## src/rtl/dbg_apb_dec_if.sv

```systemverilog
// Debug APB decoder bus bundle: upstream request/response plus downstream 4-slave fabric.
// Pure wiring, no latency.
// Backpressure is carried by the pready signals in each direction.
interface dbg_apb_dec_if;
   // upstream request
   logic         i_penable;
   logic         i_pwrite;
   logic [31:0]  i_paddr;
   logic [31:0]  i_pwdata;
   // upstream response
   logic         o_pready;
   logic [31:0]  o_prdata;
   logic         o_err;
   // downstream request
   logic [3:0]   o_psel;
   logic         o_penable;
   logic         o_pwrite;
   logic [31:0]  o_paddr;
   logic [31:0]  o_pwdata;
   // downstream response, slave n at bits [32n+31:32n]
   logic [3:0]   i_pready;
   logic [127:0] i_prdata;

   // Decoder side
   modport slave (
      input  i_penable, i_pwrite, i_paddr, i_pwdata, i_pready, i_prdata,
      output o_pready, o_prdata, o_err, o_psel, o_penable, o_pwrite, o_paddr, o_pwdata
   );

   // Requester and downstream slaves side
   modport master (
      output i_penable, i_pwrite, i_paddr, i_pwdata, i_pready, i_prdata,
      input  o_pready, o_prdata, o_err, o_psel, o_penable, o_pwrite, o_paddr, o_pwdata
   );
endinterface

```

## src/rtl/dbg_apb_dec.sv

```systemverilog
// Debug APB decoder: routes one upstream transfer to one of 4 slaves by paddr[31:28], errors on 4..15.
// Latency: o_pready 1 cycle after accept (unmapped) or after slave pready is sampled (mapped).
// Backpressure: waits in ACCESS for slave pready; optional timeout via DBG_APB_DEC_TIMEOUT_EN.
module dbg_apb_dec (
   input  logic         i_clk,
   input  logic         i_rst_n,
   input  logic [15:0]  c_timeout_cyc,
   dbg_apb_dec_if.slave bus
);

   typedef enum logic [1:0] {IDLE, ACCESS, RESP, WAITLOW} state_t;

   localparam logic [31:0] UNMAPPED_DATA = 32'hDEAD_BEEF;
   localparam logic [31:0] TIMEOUT_DATA  = 32'hDEAD_0001;

   state_t      r_state;
   logic [1:0]  r_sel;

   // Only the top nibble selects a slave; 0..3 map directly to slave index
   wire         w_mapped = (bus.i_paddr[31:30] == 2'b00);
   wire [1:0]   w_idx    = bus.i_paddr[29:28];
   // Only the selected slave's ready counts; others are ignored
   wire         w_rdy    = bus.i_pready[r_sel];
   wire [31:0]  w_slice  = bus.i_prdata[{r_sel, 5'd0} +: 32];
   wire         w_to;

`ifdef DBG_APB_DEC_TIMEOUT_EN
   logic [15:0] r_cnt;
   // r_cnt counts completed ACCESS cycles; abort at the end of the c_timeout_cyc-th one
   assign w_to = (c_timeout_cyc != 16'd0) && ((r_cnt + 16'd1) == c_timeout_cyc);
`else
   assign w_to = 1'b0;
   wire   w_unused_cfg = ^c_timeout_cyc;
`endif

   // Transfer FSM with all outputs registered
   always_ff @(posedge i_clk or negedge i_rst_n) begin
      if (!i_rst_n) begin
         r_state       <= IDLE;
         r_sel         <= 2'd0;
         bus.o_psel    <= 4'd0;
         bus.o_penable <= 1'b0;
         bus.o_pwrite  <= 1'b0;
         bus.o_paddr   <= 32'd0;
         bus.o_pwdata  <= 32'd0;
         bus.o_pready  <= 1'b0;
         bus.o_prdata  <= 32'd0;
         bus.o_err     <= 1'b0;
`ifdef DBG_APB_DEC_TIMEOUT_EN
         r_cnt         <= 16'd0;
`endif
      end else begin
         case (r_state)
            IDLE: begin
               if (bus.i_penable) begin
                  // Latch the request so later upstream changes cannot disturb it
                  bus.o_pwrite <= bus.i_pwrite;
                  bus.o_paddr  <= bus.i_paddr;
                  bus.o_pwdata <= bus.i_pwdata;
                  r_sel        <= w_idx;
                  if (w_mapped) begin
                     r_state       <= ACCESS;
                     bus.o_psel    <= 4'b0001 << w_idx;
                     bus.o_penable <= 1'b1;
`ifdef DBG_APB_DEC_TIMEOUT_EN
                     r_cnt         <= 16'd0;
`endif
                  end else begin
                     r_state      <= RESP;
                     bus.o_pready <= 1'b1;
                     bus.o_prdata <= UNMAPPED_DATA;
                     bus.o_err    <= 1'b1;
                  end
               end
            end
            ACCESS: begin
`ifdef DBG_APB_DEC_TIMEOUT_EN
               r_cnt <= r_cnt + 16'd1;
`endif
               // Slave ready wins over a timeout landing in the same cycle
               if (w_rdy) begin
                  r_state       <= RESP;
                  bus.o_psel    <= 4'd0;
                  bus.o_penable <= 1'b0;
                  bus.o_pready  <= 1'b1;
                  bus.o_prdata  <= bus.o_pwrite ? 32'd0 : w_slice;
                  bus.o_err     <= 1'b0;
               end else if (w_to) begin
                  r_state       <= RESP;
                  bus.o_psel    <= 4'd0;
                  bus.o_penable <= 1'b0;
                  bus.o_pready  <= 1'b1;
                  bus.o_prdata  <= TIMEOUT_DATA;
                  bus.o_err     <= 1'b1;
               end
            end
            RESP: begin
               // One-cycle response pulse; read data stays until the next response
               r_state      <= WAITLOW;
               bus.o_pready <= 1'b0;
               bus.o_err    <= 1'b0;
            end
            default: begin
               // Require the request to drop so a held i_penable is one transfer
               if (!bus.i_penable) r_state <= IDLE;
            end
         endcase
      end
   end

endmodule

```

## src/flat_wrapper.sv

```systemverilog
// flat-port wrapper written by rule: the top's interface ports become plain ports
module dbg_apb_dec_flat 
  (i_clk, i_rst_n, c_timeout_cyc, bus_i_penable, bus_i_pwrite, bus_i_paddr, bus_i_pwdata, bus_i_pready, bus_i_prdata, bus_o_pready, bus_o_prdata, bus_o_err, bus_o_psel, bus_o_penable, bus_o_pwrite, bus_o_paddr, bus_o_pwdata);
  dbg_apb_dec_if bus_i ();
  input  logic i_clk;
  input  logic i_rst_n;
  input  logic [15:0] c_timeout_cyc;
  input wire logic [$bits(bus_i.i_penable)-1:0] bus_i_penable;
  input wire logic [$bits(bus_i.i_pwrite)-1:0] bus_i_pwrite;
  input wire logic [$bits(bus_i.i_paddr)-1:0] bus_i_paddr;
  input wire logic [$bits(bus_i.i_pwdata)-1:0] bus_i_pwdata;
  input wire logic [$bits(bus_i.i_pready)-1:0] bus_i_pready;
  input wire logic [$bits(bus_i.i_prdata)-1:0] bus_i_prdata;
  output wire logic [$bits(bus_i.o_pready)-1:0] bus_o_pready;
  output wire logic [$bits(bus_i.o_prdata)-1:0] bus_o_prdata;
  output wire logic [$bits(bus_i.o_err)-1:0] bus_o_err;
  output wire logic [$bits(bus_i.o_psel)-1:0] bus_o_psel;
  output wire logic [$bits(bus_i.o_penable)-1:0] bus_o_penable;
  output wire logic [$bits(bus_i.o_pwrite)-1:0] bus_o_pwrite;
  output wire logic [$bits(bus_i.o_paddr)-1:0] bus_o_paddr;
  output wire logic [$bits(bus_i.o_pwdata)-1:0] bus_o_pwdata;
  assign bus_i.i_penable = bus_i_penable;
  assign bus_i.i_pwrite = bus_i_pwrite;
  assign bus_i.i_paddr = bus_i_paddr;
  assign bus_i.i_pwdata = bus_i_pwdata;
  assign bus_i.i_pready = bus_i_pready;
  assign bus_i.i_prdata = bus_i_prdata;
  assign bus_o_pready = bus_i.o_pready;
  assign bus_o_prdata = bus_i.o_prdata;
  assign bus_o_err = bus_i.o_err;
  assign bus_o_psel = bus_i.o_psel;
  assign bus_o_penable = bus_i.o_penable;
  assign bus_o_pwrite = bus_i.o_pwrite;
  assign bus_o_paddr = bus_i.o_paddr;
  assign bus_o_pwdata = bus_i.o_pwdata;
  dbg_apb_dec u_core (.i_clk(i_clk), .i_rst_n(i_rst_n), .c_timeout_cyc(c_timeout_cyc), .bus(bus_i));
endmodule
```

## config.mk

```make
export PLATFORM = sky130hd
export DESIGN_NAME = dbg_apb_dec_flat
export DESIGN_NICKNAME = d
export VERILOG_FILES = /design/src/rtl/dbg_apb_dec_if.sv /design/src/rtl/dbg_apb_dec.sv /design/src/flat_wrapper.sv
export SDC_FILE = /design/constraint.sdc
export NUM_CORES = 1
export LEC_CHECK = 0
export BUFFER_PORTS_ARGS = -buffer_cell sky130_fd_sc_hd__clkbuf_2
export CAP_MARGIN = 20
export CORE_AREA = 2 2 124 126
export CTS_CLUSTER_DIAMETER = 200
export CTS_CLUSTER_SIZE = 12
export DETAILED_ROUTE_END_ITERATION = 10
export DIE_AREA = 0 0 126 128
export PLACE_DENSITY = 0.69
export SYNTH_ARGS = -nofsm -noshare
export SYNTH_HDL_FRONTEND = slang
export SYNTH_SLANG_ARGS = --single-unit
```

## constraint.sdc

```tcl
create_clock -name i_clk -period 2.7 [get_ports i_clk]
set_input_delay 0.405 -clock i_clk [delete_from_list [all_inputs] [get_ports i_clk]]
set_output_delay 0.405 -clock i_clk [all_outputs]
set_load 0.02 [all_outputs]
```

# Yosys cells after proc, flatten, opt, wreduce, memory -nomap -nowiden
# Cells that the tools add are included.
[totals]
elab_cells = 54
in_bits = 216
reg_bits = 108
[classes]
n_mux = 25
n_eq_ne = 7
order_cmp = 1
shifts = 2
n_reduce_logical = 9
[ops]
columns = ["operator", "n"]
rows = [
  ["$mux 32", 4],
  ["$shiftx 128x8->32", 1],
  ["$pmux 32 s2", 1],
  ["$mux 4", 3],
  ["$reduce_and 4->1", 3],
  ["$mux 2", 4],
  ["$pmux 4 s2", 1],
  ["$mux 1", 7],
  ["$pmux 1 s3", 2],
  ["$pmux 2 s3", 1],
  ["$logic_not 2->1", 2],
  ["$ne 2x1->1 const B", 2],
  ["$ne 2x2->1 const B", 2],
  ["$ne 4x1->1 const B", 1],
  ["$shl 1x2->4 const A", 1],
  ["$lt 2x3->1 const B", 1],
  ["$reduce_and 3->1", 1],
  ["$reduce_bool 3->1", 1],
  ["$bmux 1 s2", 1],
  ["$eq 2x1->1 const B", 1],
  ["$eq 2x2->1 const B", 1],
  ["$pmux 1 s2", 1],
  ["$reduce_and 2->1", 1],
  ["$reduce_bool 2->1", 1],
]

# Logic depth before layout (Yosys ltp)
# Gate-level depths: netlist (run 1).
[logic_depth]
ltp_word = 4
mapped_depth = 7
mapped_depth_nobuf = 6

# Worst setup path before layout (run 1)
# OpenSTA, ideal clock, no wires.
[synth_path]
path_type = "reg-to-reg"
startpoint = "register u_core.bus.o_paddr[28] (netlist name)"
endpoint = "register u_core.bus.o_prdata[0]"
path_stages_with_launch = 7
path_slack_ns = 0.847
required_time_ns = 2.575
arrival_time_ns = 1.727
n_path_buf = 2
cell_sequence = "dfrtp_1 > buf_6 > mux2_4 > a2bb2oi_4 > o211ai_4 > buf_12 > mux2_4"
[synth_lines]
columns = ["item", "line_no", "text"]
rows = [
  ["end signal: assignment", "dbg_apb_dec.sv:86", "bus.o_prdata <= bus.o_pwrite ? 32'd0 : w_slice;"],
  ["end: declaration", "dbg_apb_dec_if.sv:27", "output o_pready, o_prdata, o_err, o_psel, o_penable, o_pwrite, o_paddr, o_pwdata"],
]

# Worst setup path in the final report (run 1)
[layout_path]
startpoint = "register u_core.r_state[1]"
endpoint = "register u_core.bus.o_prdata[11]"
[layout_between]
elab_chain_cells = 3
elab_cells_between_ends = 8
classes_between = "eq/ne: 4; mux: 1; reduce/logical: 3"
[layout_lines]
columns = ["item", "line_no", "text"]
rows = [
  ["start: declaration", "dbg_apb_dec.sv:16", "state_t r_state;"],
  ["start signal: assignment", "dbg_apb_dec.sv:39", "r_state <= IDLE;"],
  ["start signal: assignment", "dbg_apb_dec.sv:62", "r_state <= ACCESS;"],
  ["start signal: assignment", "dbg_apb_dec.sv:69", "r_state <= RESP;"],
  ["$eq 2x1->1 / $logic_not 2->1 (equally long branches)", "dbg_apb_dec.sv:53", "case (r_state)"],
  ["$ne 2x1->1 (no line) (tied with other cells)", "--", ""],
  ["$reduce_and 4->1 (no line)", "--", ""],
]
# Several ways; a longest one is shown, not always the timed one.
# A chain may end at the register's enable or synchronous reset.

==> reports/metrics.yaml, run 1 <==
gr-usage-all-layers_pct: 17.9
slew-limit-headroom_pct: 57.0
fp.coreArea_um2: 14900
yosysMostFrequentCell: "sky130_fd_sc_hd__dfrtp_1"
ys.warnings.count: 0
tightest_slew_ps: 645
cts_hold_buf: 0
power.share.switching_pct: 41.4
detailed_routing_iteration_count_for_the_pre_antenna_repair_pass: 4
layout-drive-gt1-share_pct: 66.7
cts-resized-gates: 0
layout.cells.non_filler: 851
status: "finished clean"
finalMaxSlewViolations: 0
register_area_share_after_synthesis_pct: 49.4
routed-via-count: 4140
post_synth_cell_types: 27
worstSkewPairLatency_ps: 350
average_wire_length_per_cell_after_detail_routing_um: 17.3
holdCritPathClass: "primary input to asynchronous set/reset pin"
placed_cells: 835
clkTransAtPathRegs_ps: 80
clk_path_buf_depth: 2
timing.critical_path.from_type: "flop"
synth_top_cells_by_count: "sky130_fd_sc_hd__dfrtp_1 (106), sky130_fd_sc_hd__mux2_2 (73), sky130_fd_sc_hd__mux2i_1 (52), sky130_fd_sc_hd__mux2_4 (31), sky130_fd_sc_hd__o221ai_1 (24)"
largest_stage_delay_on_the_critical_path_ps: 450
power_uw: 9190
fp-row-count: 45
clock_sink_count: 106
synth.area.top_cells: "sky130_fd_sc_hd__dfrtp_1 (49%), sky130_fd_sc_hd__mux2_2 (15%), sky130_fd_sc_hd__mux2i_1 (9.7%)"
worstSetupPathType: "flop to flop"
setup_crit_end_kind: "flop"
cellPowerDensity_nw_per_um2: 1250
internal_power_uw: 5380
timing.critical_path.slowest_stage_cell: "sky130_fd_sc_hd__dfrtp_1"
fin_nets: 880
clkPwrFrac_pct: 15.2
routed_via_density: 4.86
gpl.final_weighted_congestion: 0.795
synth_top_flop_cell: "sky130_fd_sc_hd__dfrtp_1"
seqPwrFrac_pct: 31.3
tritoncts: "done"
grt_first_pass_wirelength_um: 22500
cts_setup_buffers: 0
detail-route-antenna-nets: 0
grt_start_max_net_pins: 60
fin_worst_skew_ps: 7.11
postSynthCellCount: 365
initial_core_util_pct: 36.1
synth.ff_latch_count: 106
number_of_enable_flip_flop_cells_after_synthesis: 0
grt_overflow_total: 0
clock_tree.root_cell: "sky130_fd_sc_hd__clkbuf_16"
critPathArrivalTime_ps: 2480
timing.critical_path.buf_inv: 2
synth_async_sr_flop_share_pct: 100
dp_hpwl_um: 11600
critPathTopFamily: "flip-flops"
fillerInstances: 1329
drt_drc_violations_left: 0
area.growth.synth_to_final_pct: 36.8
numPortBuffers: 303
fmaxAchievable_mhz: 446
rsz0062_at_grt: "false"
diodes_inserted: 0
syn_avg_cell_area_um2: 14.7
via_count_of_the_first_global_routing_pass: 4286
netlist.top_cell.by_area: "sky130_fd_sc_hd__dfrtp_1"
finalWorstPathRequiredPeriod_ps: 2240
setup_viol: 0
static_leakage_uw: 0.00375
period_share_pct: 83.1
peakVddDrop_uv: 652
drt-total-wl_um: 14800
setup_slack_ps: 456
die_area_um2: 16100
die_height_um: 128
pre_cts_slack_ps: 473
crit_path_cell_trace: "inv_1, ha_1, nor2b_1, a2bb2oi_4, o211ai_4, buf_12, mux2_2"
die_w_um: 126
cts-htree-levels: 3
synthesis.area_um2: 5370
antenna_violations_before_repair: 0
drtIter0Drc: 112
setup-tns-final_ps: 0
power.switching_uw: 3800
cts_made_buffers: 9
fin_hold_ws_ps: 68.4
timing.critical_path.fanout_max: 32
crit_required_ps: 2930
final-hold-violation-count: 0
floorplan.io_pins: 320
synth_top_cell_area_share_pct: 49.4
mappedNetlistNets: 587
comb_power_share_pct: 53.5
maxCapViolations: 0
-- power by group through the flow --
stage               clock network [uW]  registers (uW)  logic (uW)
floorplan                            0            3730        2730
global placement                     0            2860        4880
detailed placement                   0            2890        4970
CTS                               1450            2890        4980
global route                      1510            2990        5260
finish                            1400            2880        4910
-- worst register-to-register path, cell delays in order (launching register included) --
cell and delay [ps]:
sky130_fd_sc_hd__dfrtp_1 450, sky130_fd_sc_hd__inv_1 150, sky130_fd_sc_hd__ha_1 410, sky130_fd_sc_hd__nor2b_1 260, sky130_fd_sc_hd__a2bb2oi_4 100, sky130_fd_sc_hd__o211ai_4 110, sky130_fd_sc_hd__buf_12 270, sky130_fd_sc_hd__mux2_2 380
-- stage by stage --
stage | utilization [%] | area [um2]
finish | 49.4 | 7350
global route | 49.4 | 7350
CTS | 49.4 | 7350
detailed placement | 47.3 | 7030
global placement | 47.3 | 7030
floorplan | - | 5370
-- final cells by class --
class                   count  area [um2]  share of cell area [%]
flip-flops and latches    106        2660                    36.2
multi-input cells         226        2500                    34.0
repair buffers            309        1610                    22.0
well taps                 188         235                    3.20
clock buffers               9         225                    3.07
clock inverters             7        92.6                    1.26
inverters                   6        22.5                   0.307
-- cells by family (layout without fill, tap and decap cells) --
| logic type | Yosys count | in the layout | share of synthesized area [%] |
|---|---|---|---|
| AO/OA/AOI/OAI | 33 | 33 | 5.52 |
| adder cells (fa/ha/maj) | 6 | 6 | 1.40 |
| buffers and inverters | 33 | 331 | 4.06 |
| flip-flops | 106 | 106 | 49.4 |
| multiplexers | 164 | 164 | 37.0 |
| AND/OR/NAND/NOR | 23 | 23 | 2.59 |
-- cell usage in the layout, fill, tap and decap left out, drive strengths merged, types with 2 or more instances in the layout --
| cell type | netlist | final |
|---|---|---|
| a21oi | 2 | 2 |
| buf | 17 | 7 |
| clkbuf | 10 | 311 |
| clkinv | 0 | 3 |
| dfrtp | 106 | 106 |
| ha | 6 | 6 |
| inv | 6 | 9 |
| mux2 | 104 | 104 |
| mux2i | 52 | 52 |
| mux4 | 8 | 8 |
| nand2 | 5 | 5 |
| nand2b | 2 | 2 |
| nor2b | 9 | 9 |
| nor3b | 2 | 2 |
| o21ai | 4 | 4 |
| o221ai | 24 | 24 |
-- metal layers --
layer / vias up / share of wire [%] / global-route usage (%)
li1: 1946 / - / -
met1: 1961 / 40 / 22.2
met2: 220 / 49 / 29.8
met3: 13 / 9.7 / 6.30
met4: 0 / 1.3 / 4.98
met5: - / 0 / 0
-- worst paths after layout --
kind                                           end              startpoint  slack (ps)  cells past startpoint
max                        u_core.bus.o_prdata[11]       u_core.r_state[1]         460                      7
min                          u_core.bus.o_paddr[6]                 i_rst_n          70                      1
max reg2reg                u_core.bus.o_prdata[11]       u_core.r_state[1]         460                      7
min reg2reg                 u_core.bus.o_paddr[22]  u_core.bus.o_paddr[22]         510                      1
max in group asynchronous   u_core.bus.o_pwdata[8]                 i_rst_n        1860                      2
min in group i_clk           u_core.bus.o_paddr[0]          bus_i_paddr[0]         280                      2
-- state kept, by name (all words and copies together), names as in the netlist --
name and cells:
u_core.bus.o_err 1, u_core.bus.o_pwrite 1, u_core.r_state 2, u_core.bus.o_penable 1, u_core.bus.o_paddr 32, u_core.bus.o_pready 1, u_core.bus.o_psel 4, u_core.bus.o_pwdata 32
u_core.bus.o_prdata 32
Power figures use the tool's default switching activity.
==> run 2: changes to the inputs <==
Settings changed: ABC_AREA set to 1, CORE_AREA 2 2 124 126 to 2 2 125 127, DIE_AREA 0 0 126 128 to 0 0 127 129, PLACE_DENSITY 0.69 to 0.7.
Clock period 2.7 ns to 2.27 ns, I/O delays scaled along.
==> run 2 against run 1 <==
Effect of this change: first-iteration DRC count up 140%; hold slack improved by 150 ps; power grew 22%; clock skew shrank 1.2 ps; sequential power grew 17%; die area up 1.6%; global-route usage is 3.0 points higher; sequential cell count stayed put; critical endpoint is now bus_o_paddr[28]; highest routed layer unchanged.
==> reports/metrics.yaml, run 2 <==
fp-row-count: 45
worst-r2r-setup-slack_ps: 350
grt_first_pass_wirelength_um: 27100
finalMaxSlewViolations: 0
setup_slack_ps: 338
average_wire_length_per_cell_after_detail_routing_um: 15.2
cts_made_buffers: 9
worstSkewPairLatency_ps: 350
tritoncts: "done"
setup_viol: 0
cellPowerDensity_nw_per_um2: 1490
fin_nets: 1169
fmaxAchievable_mhz: 517
detail-route-antenna-nets: 0
timing.critical_path.from_type: "flop"
rsz0062_at_grt: "false"
die_w_um: 127
post_synth_cell_types: 21
drt-total-wl_um: 17300
synth.area.top_cells: "sky130_fd_sc_hd__dfrtp_1 (47%), sky130_fd_sc_hd__nand2_1 (17%), sky130_fd_sc_hd__mux2_2 (12%)"
synth_top_cell_area_share_pct: 47.3
cts_hold_buf: 1
syn_avg_cell_area_um2: 8.53
mappedNetlistNets: 879
timing.critical_path.fanout_max: 65
fp.coreArea_um2: 15000
synth_async_sr_flop_share_pct: 100
final-hold-violation-count: 0
clock_tree.root_cell: "sky130_fd_sc_hd__clkbuf_16"
routed-via-count: 5624
die_height_um: 129
comb_power_share_pct: 56.3
setup_crit_end_kind: "output port"
layout.cells.non_filler: 1140
drt_drc_violations_left: 0
crit_required_ps: 1930
mostFrequentLayoutCell: "sky130_fd_sc_hd__clkbuf_2"
setup-tns-final_ps: 0
netlist.top_cell.by_area: "sky130_fd_sc_hd__dfrtp_1"
grt_overflow_total: 0
period_share_pct: 85.1
critPathArrivalTime_ps: 1590
synth_top_family_by_area: "simple AND/OR/NAND/NOR gates"
top_regs: "u_core.bus.o_paddr x32, u_core.bus.o_prdata x32, u_core.bus.o_pwdata x32"
synth_top_cells_by_count: "sky130_fd_sc_hd__nand2_1 (254), sky130_fd_sc_hd__nand3_1 (118), sky130_fd_sc_hd__dfrtp_1 (106), sky130_fd_sc_hd__mux2_2 (60), sky130_fd_sc_hd__inv_1 (16)"
static_leakage_uw: 0.00412
gr-usage-all-layers_pct: 20.9
setup.worst_path.end: "bus_o_paddr[28]"
via_count_of_the_first_global_routing_pass: 5484
fin_hold_ws_ps: 215
maxCapViolations: 0
startpoint: "u_core.bus.o_paddr[28]"
grt_start_max_net_pins: 66
clock_sink_count: 106
yosysMostFrequentCell: "sky130_fd_sc_hd__nand2_1"
internal_power_uw: 5860
worst_r2r_endpoint: "u_core.bus.o_prdata[3]"
layout-drive-gt1-share_pct: 43.2
seqPwrFrac_pct: 30.1
worstSetupPathType: "flop to output port"
floorplan.io_pins: 320
number_of_enable_flip_flop_cells_after_synthesis: 0
peakVddDrop_uv: 588
power.switching_uw: 5320
holdCritPathClass: "primary input to flop"
ys.warnings.count: 0
mostFrequentLayoutCells: "sky130_fd_sc_hd__clkbuf_2 (302), sky130_fd_sc_hd__nand2_1 (254), sky130_fd_sc_hd__nand3_1 (118)"
synth_simple_gate_area_share_pct: 30.6
clkTransAtPathRegs_ps: 80
gpl.final_weighted_congestion: 0.841
register_area_share_after_synthesis_pct: 47.3
antenna_violations_before_repair: 0
numPortBuffers: 303
die_area_um2: 16400
synth_fa_ha_area_share_pct: 1.34
fin_worst_skew_ps: 5.93
area.growth.synth_to_final_pct: 34.1
postSynthCellCount: 657
cts-resized-gates: 0
clkPwrFrac_pct: 13.6
synth-compound-area-share_pct: 1.67
dp_hpwl_um: 13200
clk_path_buf_depth: 2
status: "finished clean"
diodes_inserted: 0
synth_top_flop_cell: "sky130_fd_sc_hd__dfrtp_1"
finalWorstPathRequiredPeriod_ps: 1930
cts-htree-levels: 3
routed_via_density: 4.93
drtIter0Drc: 269
cts_setup_buffers: 0
crit-reg2reg-launch: "u_core.r_state[0]"
detailed_routing_iteration_count_for_the_pre_antenna_repair_pass: 5
tightest_slew_ps: 635
initial_core_util_pct: 37.4
synth-xor-area-share_pct: 0
pre_cts_slack_ps: 397
placed_cells: 1123
synth.ff_latch_count: 106
muxShareOfSynthArea_pct: 12.1
rr_worst_depth: 9
synthesis.area_um2: 5600
slew-limit-headroom_pct: 57.6
power.share.switching_pct: 47.6
## run 2: through the flow
step,total power (uW),utilization [%],area [um2]
after floorplan,7840,-,5600
after global placement,9600,48.2,7220
after global routing,12100,50.2,7520
after CTS,11300,50.2,7520
final,11200,50.2,7520
after detailed placement,9730,48.2,7220
## run 2: how the worst min path moves through the flow
| stage | slack, ps | to | cells after the start | startpoint |
|---|---|---|---|---|
| final | 220 | u_core.bus.o_pwdata[28] | 2 | bus_i_pwdata[28] |
| after global routing | 200 | u_core.bus.o_paddr[0] | 2 | bus_i_paddr[0] |
| after CTS | 200 | u_core.bus.o_pwdata[28] | 2 | bus_i_pwdata[28] |
| after detailed placement | 280 | u_core.bus.o_prdata[23] | 1 | i_rst_n |
| after global placement | 280 | u_core.bus.o_prdata[23] | 1 | i_rst_n |
| after floorplan | 40 | u_core.bus.o_err | 0 | i_rst_n |
## run 2: layout make-up
class,count,area (um2)
fill,1478,7460
sequential,106,2650
multi-input combinational,487,2560
timing repair buffer,322,1700
tap,188,235
clock buffer,9,225
inverter,21,78.8
clock inverter,7,60.1
## run 2: layer usage
layer | wire length, um | up-vias | track usage [%]
met5 | 0 | - | 0
met4 | 504 | 0 | 9.05
met3 | 848 | 36 | 4.37
met2 | 8950 | 195 | 37.4
met1 | 6990 | 2655 | 24.3
li1 | - | 2738 | -
## run 2: cell families (layout without fill, tap and decap cells)
family / after synthesis / count (layout)
AND/OR/NAND/NOR: 403 / 403
adder cells (fa/ha/maj): 6 / 6
AO/OA/AOI/OAI: 18 / 18
flip-flops: 106 / 106
buffers and inverters: 64 / 359
multiplexers: 60 / 60
## run 2: power by group through the flow
stage / Combinational [uW] / Sequential (uW) / Clock, uW
finish: 6290 / 3360 / 1520
global route: 6950 / 3470 / 1640
CTS: 6350 / 3370 / 1580
detailed placement: 6330 / 3400 / 0
global placement: 6260 / 3350 / 0
floorplan: 3380 / 4450 / 0
## run 2: worst max-delay path, cell delays in order (launching register included)
cell and delay [ps]:
sky130_fd_sc_hd__dfrtp_2 420, sky130_fd_sc_hd__buf_4 520, sky130_fd_sc_hd__clkbuf_2 280
